File: src/rtl/stack_ctrl.sv
// Full-descending CPU stack sequencer: owns SP and runs push/pop/peek/drop over a req/ack memory port.
// Optional SP_BOUNDS_CHECK_EN enables overflow/underflow detection at command acceptance.
module stack_ctrl #(
  parameter logic [15:0] STACK_BASE  = 16'h0000,
  parameter logic [15:0] STACK_LIMIT = 16'hF000
) (
  input  logic        clk_i,
  input  logic        rst_ni,
  input  logic        cmd_valid_i,
  output logic        cmd_ready_o,
  input  logic [1:0]  cmd_op_i,
  input  logic [15:0] din_i,
  output logic [15:0] dout_o,
  output logic        done_o,
  output logic        err_o,
  input  logic        sp_load_i,
  input  logic [15:0] sp_din_i,
  output logic [15:0] sp_out_o,
  output logic        mem_req_o,
  output logic        mem_we_o,
  output logic [15:0] mem_addr_o,
  output logic [15:0] mem_wdata_o,
  input  logic        mem_ack_i,
  input  logic [15:0] mem_rdata_i
);

  localparam logic [1:0] OpPush = 2'b00;
  localparam logic [1:0] OpPop  = 2'b01;
  localparam logic [1:0] OpPeek = 2'b10;

  typedef enum logic [1:0] {StIdle, StWr, StRd, StDone} state_e;

  state_e      state_q;
  logic [15:0] sp_q, dout_q, mem_addr_q, mem_wdata_q;
  logic        mem_req_q, mem_we_q, done_q, err_q, pop_q;
  logic        bound_err;

  always_comb begin
    bound_err = 1'b0;
`ifdef SP_BOUNDS_CHECK_EN
    if (cmd_op_i == OpPush) bound_err = (sp_q == STACK_LIMIT);
    else                    bound_err = (sp_q == STACK_BASE);
`endif
  end

`ifndef SP_BOUNDS_CHECK_EN
  logic unused_limit;
  assign unused_limit = ^STACK_LIMIT;
`endif

  always_ff @(posedge clk_i or negedge rst_ni) begin
    if (!rst_ni) begin
      state_q     <= StIdle;
      sp_q        <= STACK_BASE;
      dout_q      <= 16'h0000;
      mem_addr_q  <= 16'h0000;
      mem_wdata_q <= 16'h0000;
      mem_req_q   <= 1'b0;
      mem_we_q    <= 1'b0;
      done_q      <= 1'b0;
      err_q       <= 1'b0;
      pop_q       <= 1'b0;
    end else begin
      done_q <= 1'b0;
      err_q  <= 1'b0;
      case (state_q)
        StIdle: begin
          // SP load wins over a simultaneous command; the command stays pending.
          if (sp_load_i) begin
            sp_q <= sp_din_i;
          end else if (cmd_valid_i) begin
            pop_q <= (cmd_op_i == OpPop);
            if (bound_err) begin
              state_q <= StDone;
              done_q  <= 1'b1;
              err_q   <= 1'b1;
            end else begin
              case (cmd_op_i)
                OpPush: begin
                  mem_addr_q  <= sp_q - 16'd1;
                  mem_wdata_q <= din_i;
                  mem_we_q    <= 1'b1;
                  mem_req_q   <= 1'b1;
                  state_q     <= StWr;
                end
                OpPop, OpPeek: begin
                  mem_addr_q <= sp_q;
                  mem_we_q   <= 1'b0;
                  mem_req_q  <= 1'b1;
                  state_q    <= StRd;
                end
                default: begin
                  sp_q    <= sp_q + 16'd1;
                  state_q <= StDone;
                  done_q  <= 1'b1;
                end
              endcase
            end
          end
        end
        StWr: begin
          if (mem_ack_i) begin
            sp_q      <= sp_q - 16'd1;
            mem_req_q <= 1'b0;
            state_q   <= StDone;
            done_q    <= 1'b1;
          end
        end
        StRd: begin
          if (mem_ack_i) begin
            dout_q    <= mem_rdata_i;
            mem_req_q <= 1'b0;
            if (pop_q) sp_q <= sp_q + 16'd1;
            state_q   <= StDone;
            done_q    <= 1'b1;
          end
        end
        default: begin
          state_q <= StIdle;
        end
      endcase
    end
  end

  assign cmd_ready_o = (state_q == StIdle);
  assign dout_o      = dout_q;
  assign done_o      = done_q;
  assign err_o       = err_q;
  assign sp_out_o    = sp_q;
  assign mem_req_o   = mem_req_q;
  assign mem_we_o    = mem_we_q;
  assign mem_addr_o  = mem_addr_q;
  assign mem_wdata_o = mem_wdata_q;

endmodule

File: config.mk
export PLATFORM = sky130hd
export DESIGN_NAME = stack_ctrl
export DESIGN_NICKNAME = d
export VERILOG_FILES = /design/src/rtl/stack_ctrl.sv
export SDC_FILE = /design/constraint.sdc
export NUM_CORES = 1
export LEC_CHECK = 0
export CORE_MARGIN = 2
export CORE_UTILIZATION = 44
export CTS_BUF_LIST = sky130_fd_sc_hd__clkbuf_16
export DETAILED_ROUTE_END_ITERATION = 10
export GPL_TIMING_DRIVEN = 0
export PLACE_DENSITY_LB_ADDON = 0.3
export REMOVE_ABC_BUFFERS = 1
export SYNTH_ARGS = -nofsm -noshare
export SYNTH_HDL_FRONTEND = slang
export SYNTH_SLANG_ARGS = --single-unit
File: constraint.sdc
create_clock -name clk_i -period 2 [get_ports clk_i]
set_input_delay 0.2 -clock clk_i [delete_from_list [all_inputs] [get_ports clk_i]]
set_output_delay 0.2 -clock clk_i [all_outputs]
set_load 0.01 [all_outputs]
After elaboration in Yosys (flattened, before gate mapping) --
Cells that the tools add are included.
Word-level totals: flip-flop bits (word level) 70, output and inout port bits 69, input bits 55, logic and storage cells 64
Operators by class: $add $sub $neg 2, reduce and logical (&&, ||, !) cells 15, bitwise operators 1, muxes and demuxes 24, eq/ne operators 13
Operator list (count):
- $mux W16 | 6
- $pmux W16 S3 | 1
- $pmux W16 S2 | 1
- $add A16 B1 Y16 const B | 1
- $sub A16 B1 Y16 const B | 1
- $ne A2 B2 Y1 const B | 6
- $mux W1 | 8
- $pmux W2 S2 | 2
- $reduce_and A4 Y1 | 2
- $mux W2 | 3
- $ne A3 B2 Y1 const B | 2
- $pmux W1 S2 | 3
- $reduce_and A3 Y1 | 2
- $reduce_and A6 Y1 | 1
- $reduce_and A5 Y1 | 1
- $eq A2 B1 Y1 const B | 2
- $eq A2 B2 Y1 const B | 2
- $logic_not A2 Y1 | 2
- $reduce_bool A2 Y1 | 2
- $reduce_or A2 Y1 | 2
- $reduce_bool A3 Y1 | 1
- $reduce_or A3 Y1 | 1
- $ne A2 B1 Y1 const B | 1
- $reduce_and A2 Y1 | 1
- $not A1 Y1 | 1

Logic depth before layout (Yosys ltp) --
Gate-level depths: netlist (run 1).
word-level depth 6, gate-level depth with buffers 8, mapped depth without buffers 7

Worst setup path after synthesis (run 1) --
OpenSTA, ideal clock, no wires.
path kind register -> register, start register sp_q[0], in the netlist sp_out_o[0], end register sp_q[10], in the netlist sp_out_o[10], arrival time 1.884 ns, library setup time 0.136 ns, data required time 1.864 ns, slack -0.020 ns, stages on the path, launching flop included 9, cells stage by stage dfrtp_1 > buf_2 > inv_1 > ha_1 > nor3b_4 > nand3_1 > xnor2_1 > a2111oi_0 > nor4_1
Between the ends: word-level cells in the longest chain between the ends 5, elaborated cells between the ends (all ways) 9
Ends and longest elaborated chain:
- start: declaration | RTL line 34 | logic [15:0] sp_q, dout_q, mem_addr_q, mem_wdata_q;
- start signal: assignment | RTL line 70 | sp_q <= sp_din_i;
- start signal: assignment | RTL line 93 | sp_q <= sp_q + 16'd1;
- start signal: assignment | RTL line 103 | sp_q <= sp_q - 16'd1;
- $add A16 B1 Y16 | RTL line 93, 113
- $mux W16 | RTL line 78 | case (cmd_op_i)
- $mux W16 | RTL line 71 | end else if (cmd_valid_i) begin
- $mux W16 | RTL line 69 | if (sp_load_i) begin
- $pmux W16 S3 * | RTL line 66 | case (state_q)
Every way passes the cells marked *; elsewhere a longest branch is shown, timed or not. The select of a mux whose other input is x is not followed. A chain may end at the register's enable or synchronous reset.

Final worst setup path (run 1) --
start register sp_q[0], in the netlist sp_out_o[0], end register sp_q[14], in the netlist sp_out_o[14]
Same word-level chain as after synthesis.

==> results.json, run 1 <==
{
  "status": "complete, but fails checks",
  "violations": "negative setup slack",
  "antenna_found_initial": 0,
  "tightest_slew_ns": 0.665,
  "finalSetupViolCount": 2,
  "fin_skew_ns": 0.0101,
  "routabilityCongestion": 0.878,
  "via_count": 4509,
  "synth-seq-cells": 70,
  "fin_ws_ns": -0.115,
  "cts-root-buf": "clkbuf_16",
  "fin_area_um2": 6750,
  "wl_met3_um": 1440,
  "rsz0062_at_grt": "true",
  "wl_per_cell_um": 19.0,
  "start_util_pct": 44.8,
  "synthArstFlopShare_pct": 100,
  "slew_violations": 0,
  "cts_tree": "built",
  "num-nets-final": 684,
  "synth_flop_cell": "dfrtp_1",
  "hold_viol": 0,
  "start_kind": "flip-flop",
  "io_buffers": 122,
  "ys_seq_area_share_pct": 40.5,
  "cts_buffers": 9,
  "io_pins": 124,
  "wl_met1_um": 5530,
  "clkLatencyLatePin_ns": 0.34,
  "grt_pass1_wl_um": 20700,
  "clk_path_buf_depth": 2,
  "initialDrtViolationCount": 373,
  "grt_max_degree": 70,
  "routed.top_layer": "met4",
  "max_freq_ghz": 0.473,
  "synth_edf_count": 0,
  "ys_warn_count": 0,
  "grt_pass1_vias": 4163,
  "die_w_um": 103,
  "cp-end-kind": "flip-flop",
  "antenna_cells": 0,
  "cp_max_fo": 6,
  "final_cells": 757,
  "maxCapViolCount": 0,
  "dr.pass1.iters": 6,
  "cts_sinks": 70,
  "hp-class": "in -> async",
  "power_leakage_nw": 2.75,
  "die_area_um2": 10600,
  "final_antenna_net_count": 0,
  "routed_wl_um": 14400,
  "synth_cells": 451,
  "grt-ovfl-total": 0,
  "drc": 0,
  "drive_above_1_share_pct": 30.3,
  "grt_use_total_pct": 25.2,
  "synth_area_um2": 4320,
  "area_growth_pct": 56.3,
  "dp_hpwl_um": 8090,
  "placed_cell_area_um2": 5590,
  "placedCellCount": 670,
  "met2_length_um": 6780,
  "core.rowCount": 36,
  "critical_path_class": "reg -> reg",
  "p_per_area_nw_per_um2": 1810,
  "vias_per_cell": 5.96,
  "max-slew-margin-rel_pct": 55.5,
  "synth_cell_types": 62,
  "avgSynthCellArea_um2": 9.58,
  "utilization_pct": 70.1,
  "timing.hold.ws_ns": 0.207,
  "dp_slack_ns": -1.37,
  "ir_worst_vdd_v": 0.000827,
  "core_um2": 9640,
  "path_clk_slew_ns": 0.06,
  "cp.arrival_ns": 2.32,
  "htree_num_levels": 3,
  "required_ns": 2.20,
  "period_needed_ns": 2.12,
  "die_h_um": 103,
  "period_share_pct": 106
}
-- layout make-up --
class / count / area (µm²)
clock buffers: 9 / 225
clock inverters: 7 / 96.3
fillers: 696 / 2890
inverters: 15 / 60.1
multi-input cells: 328 / 2610
flip-flops and latches: 70 / 1770
well taps: 133 / 166
repair buffers: 195 / 1830
-- final timing paths --
path	startpoint	end	slack (ns)	cells after the start
worst max-delay path	sp_out_o[0]$_DFFE_PN0P_	sp_out_o[14]$_DFFE_PN0P_	-0.12	8
worst min-delay path	rst_ni	mem_wdata_o[0]$_DFFE_PN0P_	0.21	2
worst max register to register	sp_out_o[0]$_DFFE_PN0P_	sp_out_o[14]$_DFFE_PN0P_	-0.12	8
worst min register to register	mem_wdata_o[11]$_DFFE_PN0P_	mem_wdata_o[11]$_DFFE_PN0P_	0.50	1
max in group asynchronous	rst_ni	sp_out_o[2]$_DFFE_PN0P_	1.22	3
min in group clk_i	mem_rdata_i[10]	dout_o[10]$_DFFE_PN0P_	0.48	2
-- placed cells by master, fill, tap and decap left out, drive strengths merged, types with 9 or more instances in the layout --
master	instances
clkdlybuf4s50	120
buf	73
dfrtp	70
nor2	38
mux2	36
nand2	30
a21oi	27
xnor2	22
o21ai	16
nand3	15
inv	15
nor4	13
nand4	12
xor2	10
ha	10
clkbuf	9
nor3	9
-- Yosys cell counts (6+ instances only) --
cell / n / area share (%)
nand4_1: 10 / 1.4
nand2_1: 30 / 2.6
xor2_1: 10 / 2.0
or3_1: 6 / 0.87
xnor2_1: 22 / 4.5
dfrtp_1: 70 / 41
a21oi_1: 27 / 3.1
buf_2: 13 / 1.5
nand2b_1: 7 / 1.0
nor4_1: 7 / 1.0
o21ai_0: 14 / 1.6
nand3_1: 15 / 1.7
ha_1: 10 / 2.9
nor2_1: 38 / 3.3
clkbuf_1: 17 / 1.5
nor3_1: 9 / 1.0
inv_1: 14 / 1.2
mux2_2: 36 / 9.4
mux2i_1: 6 / 1.4
o211ai_1: 7 / 1.2
-- power by group --
part	internal, mW	switching (mW)	total (mW)	leakage (nW)
registers	2.17	0.798	2.97	0.827
clock network	1.10	0.658	1.75	0.160
logic	3.90	3.61	7.51	1.77
total	7.17	5.07	12.2	2.75
-- routing by layer --
layer / vias to the layer above / GRT usage [%]
met4: 0 / 11.3
li1: 1959 / -
met3: 69 / 6.37
met1: 2159 / 31.3
met2: 322 / 41.4
met5: - / 0
-- what timing repair did --
| item | CTS | global route |
|---|---|---|
| setup endpoints to repair | 68 | 24 |
| pin swaps | 5 | 20 |
| resized for setup | 44 | 35 |
| hold buffers | 1 | 0 |
| buffers inserted | 30 | 40 |
| hold endpoints to repair | 70 | 0 |
-- worst max-delay path, cell delays in order, from the launching register on --
cell and delay (ns):
dfrtp_2 0.46, inv_2 0.10, ha_4 0.14, nor3b_4 0.35, buf_4 0.18, nand4_1 0.13, xnor2_1 0.17, a221oi_1 0.35
a211oi_1 0.10
-- flip-flops by register name, indices dropped and copies added, names as in the netlist --
name / cells
done_o: 1
dout_o: 16
mem_addr_o: 16
mem_req_o: 1
mem_wdata_o: 16
mem_we_o: 1
pop_q: 1
sp_out_o: 16
state_q: 2
-- per-stage QoR --
stage,setup TNS (ns),total power [mW]
after global routing,-0.698,12.9
after CTS,0,11.0
after global placement,-190.31,8.17
after floorplan,-13.05,5.93
final,-0.134,12.2
after detailed placement,-47.70,8.38
-- kinds of logic after synthesis --
| family | synth area share (%) |
|---|---|
| AOI/OAI and AO/OA | 14.7 |
| xor gates and xnor gates | 6.49 |
| other | 0.0868 |
| and+or+nand+nor | 19.1 |
| adders and majority gates | 2.90 |
| DFF | 40.5 |
| buffers and inverters | 5.42 |
| muxes | 10.8 |
Note: power is estimated with default switching activity, not from simulation.
==> inputs of run 2 (changes only) <==
--- a/config.mk
+++ b/config.mk
@@ -5,7 +5,6 @@
 export SDC_FILE = /design/constraint.sdc
 export NUM_CORES = 1
 export LEC_CHECK = 0
-export CORE_MARGIN = 2
 export CORE_UTILIZATION = 44
 export CTS_BUF_LIST = sky130_fd_sc_hd__clkbuf_16
 export DETAILED_ROUTE_END_ITERATION = 10
==> results.json, run 2 (same netlist as run 1, synthesis figures left out) <==
{
  "vias_per_cell": 6.02,
  "hold_viol": 0,
  "slowest_stage": "dfrtp_2",
  "antenna_cells": 0,
  "die_area_um2": 10200,
  "cts_tree": "built",
  "fin_area_um2": 6530,
  "fin_skew_ns": 0.00480,
  "utilization_pct": 69.7,
  "grt_pass1_vias": 4271,
  "period_needed_ns": 1.99,
  "met2_length_um": 6860,
  "start_util_pct": 46.1,
  "seq_area_um2": 1770,
  "htree_num_levels": 3,
  "final_cells": 730,
  "power_leakage_nw": 2.63,
  "setup_tns_ns": 0,
  "cts-root-buf": "clkbuf_16",
  "die_w_um": 101,
  "power.total_mw": 11.6,
  "placedCellCount": 666,
  "cts_sinks": 70,
  "multi_input_area_um2": 2610,
  "die_h_um": 101,
  "clk_path_buf_depth": 2,
  "period_share_pct": 99.5,
  "drc": 0,
  "hp-class": "in -> async",
  "dp_hpwl_um": 8340,
  "max_freq_ghz": 0.503,
  "path_clk_slew_ns": 0.06,
  "rsz0062_at_grt": "true",
  "io_buffers": 122,
  "drive_above_1_share_pct": 27.3,
  "required_ns": 2.24,
  "status": "finished clean",
  "grt_max_degree": 71,
  "cp.arrival_ns": 2.23,
  "area_growth_pct": 51.1,
  "core_um2": 9370,
  "maxCapViolCount": 0,
  "finalSetupViolCount": 0,
  "wl_met1_um": 5270,
  "cp_max_fo": 9,
  "wl_per_cell_um": 19.5,
  "cp-end-kind": "flip-flop",
  "endpoint": "sp_out_o[14]$_DFFE_PN0P_",
  "wl_met3_um": 1410,
  "cts_buffers": 9,
  "r2r-start": "state_q[1]$_DFFE_PN0P_",
  "ir_worst_vdd_v": 0.000986,
  "grt_pass1_wl_um": 21200,
  "reg2reg_depth": 7,
  "core.rowCount": 35,
  "final_common_cell": "clkdlybuf4s50_1",
  "tightest_slew_ns": 0.502,
  "dr.pass1.iters": 5,
  "routed.top_layer": "met4",
  "via_count": 4398,
  "routed_wl_um": 14300,
  "layout_common_cells": "clkdlybuf4s50_1, dfrtp_1, buf_4",
  "r2r_slack_ns": 0.01,
  "placed_cell_area_um2": 5570,
  "max-slew-margin-rel_pct": 66.4,
  "timing.rr.end": "sp_out_o[14]$_DFFE_PN0P_",
  "crit_start": "state_q[1]$_DFFE_PN0P_",
  "clkLatencyLatePin_ns": 0.34,
  "cpPeakStageDelay_ns": 0.43,
  "num-nets-final": 661,
  "antenna_found_initial": 0,
  "slew_violations": 0,
  "worstPathCellList": "ha_4, and3b_2, a21oi_4, buf_4, o32ai_1, a41o_1, a211oi_1",
  "final_antenna_net_count": 0,
  "start_kind": "flip-flop",
  "grt-ovfl-total": 0,
  "fillCellCount": 709,
  "initialDrtViolationCount": 354,
  "grt_use_total_pct": 27.0,
  "p_per_area_nw_per_um2": 1780,
  "io_pins": 124,
  "routabilityCongestion": 0.898,
  "critical_path_class": "reg -> reg"
}
## run 2: cell types whose count changed in the layout (fill, tap and decap cells not counted), sizes merged
| cell | before | now |
|---|---|---|
| buf | 73 | 48 |
| bufinv | 2 | 0 |
| clkinv | 4 | 2 |
| clkinvlp | 1 | 3 |
| inv | 15 | 17 |
| nand4 | 12 | 13 |
| nor2 | 38 | 39 |
## run 2: routing by layer
layer / global-route usage [%] / vias to the layer above
met2: 45.4 / 328
met1: 32.5 / 2082
met5: 0 / -
met4: 13.9 / 0
met3: 5.76 / 73
li1: - / 1915
## run 2: layout make-up
cell class / count / area share [%]
multi-input cells: 330 / 40.0
flip-flops and latches: 70 / 27.2
repair buffers: 170 / 25.2
clock buffers: 9 / 3.45
well taps: 129 / 2.47
inverters: 15 / 0.920
clock inverters: 7 / 0.766
## run 2: stage by stage
step / setup WS (ns) / hold WS, ns
after CTS: -0.0340 / 0.438
after global routing: -0.0704 / 0.467
after detailed placement: -1.44 / 0.241
after global placement: -2.03 / 0.476
final: 0.0103 / 0.426
after floorplan: -0.679 / -0.0956
## run 2: where the power goes
group	switching, mW	internal [mW]
Clock	0.655	0.843
Sequential	0.878	2.17
Combinational	3.44	3.66
Total	4.98	6.67
## run 2: timing repair
item,4_1_cts,5_1_grt
hold endpoints to repair,70,0
gates resized for setup,43,31
setup buffers,25,21
hold buffers,1,0
cloned,0,2
endpoints found under the setup margin,68,22
pin swaps,6,11
## run 2: worst min-delay path by stage
stage / startpoint / endpoint
2_1_floorplan: rst_ni / done_o$_DFF_PN0_
3_3_place_gp: mem_req_o$_DFFE_PN0P_ / mem_req_o$_DFFE_PN0P_
3_5_place_dp: rst_ni / mem_addr_o[4]$_DFFE_PN0P_
4_1_cts: rst_ni / mem_addr_o[10]$_DFFE_PN0P_
5_1_grt: rst_ni / mem_wdata_o[1]$_DFFE_PN0P_
6_report: rst_ni / mem_wdata_o[1]$_DFFE_PN0P_
## run 2: worst max-delay path: cells and delay by family, from the launching register on
| family | cells | cell delay (ns) |
|---|---|---|
| compound gates | 4 | 0.84 |
| fa+ha+maj | 1 | 0.19 |
| buf+inv | 1 | 0.19 |
| flops | 1 | 0.43 |
| simple gates | 1 | 0.24 |
==> inputs of run 3 (changes only) <==
--- a/config.mk
+++ b/config.mk
@@ -11,6 +11,7 @@
 export GPL_TIMING_DRIVEN = 0
 export PLACE_DENSITY_LB_ADDON = 0.3
 export REMOVE_ABC_BUFFERS = 1
+export SLEW_MARGIN = 20
 export SYNTH_ARGS = -nofsm -noshare
 export SYNTH_HDL_FRONTEND = slang
 export SYNTH_SLANG_ARGS = --single-unit
==> results.json, run 3 (same netlist as run 1, synthesis figures left out) <==
{
  "fillCellCount": 726,
  "dp_hpwl_um": 8320,
  "antenna_cells": 0,
  "core_um2": 9370,
  "final_common_cell": "clkdlybuf4s50_1",
  "drive_above_1_share_pct": 27.5,
  "cts-root-buf": "clkbuf_16",
  "die_h_um": 101,
  "via_count": 4364,
  "utilization_pct": 69.9,
  "path_delay_family": "simple AND/OR/NAND/NOR gates",
  "cts_tree": "built",
  "maxCapViolCount": 0,
  "grt_pass1_vias": 4089,
  "ir_worst_vdd_v": 0.000943,
  "routed_wl_um": 14300,
  "fin_area_um2": 6550,
  "rsz0062_at_grt": "true",
  "area_growth_pct": 51.5,
  "final_antenna_net_count": 0,
  "drc": 0,
  "die_w_um": 101,
  "grt_use_total_pct": 26.7,
  "start_util_pct": 46.1,
  "worstPathCellList": "buf_4, nor3_4, buf_4, nand3_1, xnor2_1, a2111oi_2, nor4_1",
  "finalSetupViolCount": 1,
  "dp_slack_ns": -1.49,
  "io_buffers": 122,
  "hp-class": "in -> async",
  "initialDrtViolationCount": 262,
  "cts_sinks": 70,
  "period_share_pct": 102,
  "reg2reg_depth": 7,
  "core.rowCount": 35,
  "max-slew-margin-rel_pct": 55.1,
  "cpMostUsedCell": "buf_4",
  "grt_max_degree": 49,
  "fin_skew_ns": 0.00577,
  "p_per_area_nw_per_um2": 1760,
  "violations": "negative setup slack",
  "wl_per_cell_um": 19.5,
  "clk_path_buf_depth": 2,
  "die_area_um2": 10200,
  "start_kind": "flip-flop",
  "power.total_mw": 11.5,
  "routabilityCongestion": 0.898,
  "layout_common_cells": "clkdlybuf4s50_1, dfrtp_1, buf_4",
  "dr.pass1.iters": 5,
  "cp_max_fo": 7,
  "tightest_slew_ns": 0.672,
  "period_needed_ns": 2.04,
  "cpPeakStageDelay_ns": 0.46,
  "slew_violations": 0,
  "path_clk_slew_ns": 0.06,
  "io_pins": 124,
  "hold_viol": 0,
  "grt-ovfl-total": 0,
  "required_ns": 2.21,
  "max_freq_ghz": 0.491,
  "r2r-start": "sp_out_o[4]$_DFFE_PN0P_",
  "fin_ws_ns": -0.0370,
  "status": "complete, but fails checks",
  "num-nets-final": 664,
  "cp-end-kind": "flip-flop",
  "antenna_found_initial": 0,
  "slowest_stage": "dfrtp_2",
  "timing.rr.end": "sp_out_o[10]$_DFFE_PN0P_",
  "grt_pass1_wl_um": 20800,
  "cts_buffers": 9,
  "r2r_slack_ns": -0.04,
  "cp.arrival_ns": 2.25,
  "clkLatencyLatePin_ns": 0.34,
  "power_leakage_nw": 2.62,
  "vias_per_cell": 5.95,
  "placed_cell_area_um2": 5560,
  "critical_path_class": "reg -> reg",
  "htree_num_levels": 3,
  "critical_path_buf_inv_count": 2
}
[run 3: metal layers]
layer	up-vias	GRT usage, %	share of wire, %
met5	-	0	0
met4	0	13.3	4.1
met3	57	6.45	9.6
met2	301	43.1	48
met1	2077	33.4	38
li1	1929	-	-
[run 3: layout make-up]
| cell class | count | area (µm²) | share of cell area, % |
|---|---|---|---|
| clock inverters | 7 | 50.0 | 0.764 |
| repair buffers | 172 | 1630 | 25.0 |
| multi-input cells | 331 | 2640 | 40.4 |
| inverters | 15 | 60.1 | 0.917 |
| clock buffers | 9 | 225 | 3.44 |
| flip-flops and latches | 70 | 1770 | 27.1 |
| well taps | 129 | 161 | 2.47 |
[run 3: worst max-delay path by stage]
stage                     slack, ns                   endpoint               startpoint  cells past startpoint
after global placement        -2.03       mem_we_o$_DFFE_PN0P_                sp_load_i                      5
after CTS                     -0.01   sp_out_o[11]$_DFFE_PN0P_  sp_out_o[3]$_DFFE_PN0P_                      5
after floorplan               -0.68  mem_addr_o[0]$_DFFE_PN0P_   state_q[0]$_DFFE_PN0P_                      5
after global routing          -0.13   sp_out_o[10]$_DFFE_PN0P_  sp_out_o[4]$_DFFE_PN0P_                      7
final                         -0.04   sp_out_o[10]$_DFFE_PN0P_  sp_out_o[4]$_DFFE_PN0P_                      7
after detailed placement      -1.49   sp_out_o[14]$_DFFE_PN0P_   state_q[0]$_DFFE_PN0P_                      7
[run 3: metrics by stage]
step / hold slack (ns) / instances / TNS [ns]
2_1_floorplan: -0.0956 / 413 / -13.05
3_3_place_gp: 0.476 / 664 / -193.69
3_5_place_dp: 0.141 / 665 / -56.30
4_1_cts: 0.335 / 705 / -0.0237
5_1_grt: 0.361 / 733 / -0.277
6_report: 0.331 / 733 / -0.0370
[run 3: worst register-to-register path, delay by kind of cell, from the launching register on]
| family | cells | cell delay, ns |
|---|---|---|
| XOR/XNOR | 1 | 0.17 |
| flip-flops | 1 | 0.46 |
| buffers and inverters | 2 | 0.39 |
| AO/OA/AOI/OAI | 1 | 0.40 |
| AND/OR/NAND/NOR | 3 | 0.49 |
[run 3: where the power goes]
part           internal, mW  total, mW  switching [mW]
Combinational          3.57       7.00            3.43
Sequential             2.17       3.02           0.844
Clock                 0.843       1.51           0.663
[run 3: repair_timing]
action	CTS	global route
endpoints found under the setup margin	68	24
setup buffers	21	27
endpoints found under the hold margin	22	0
hold buffers	1	0
cloned	2	1
resized for setup	43	33
pin swaps	3	7
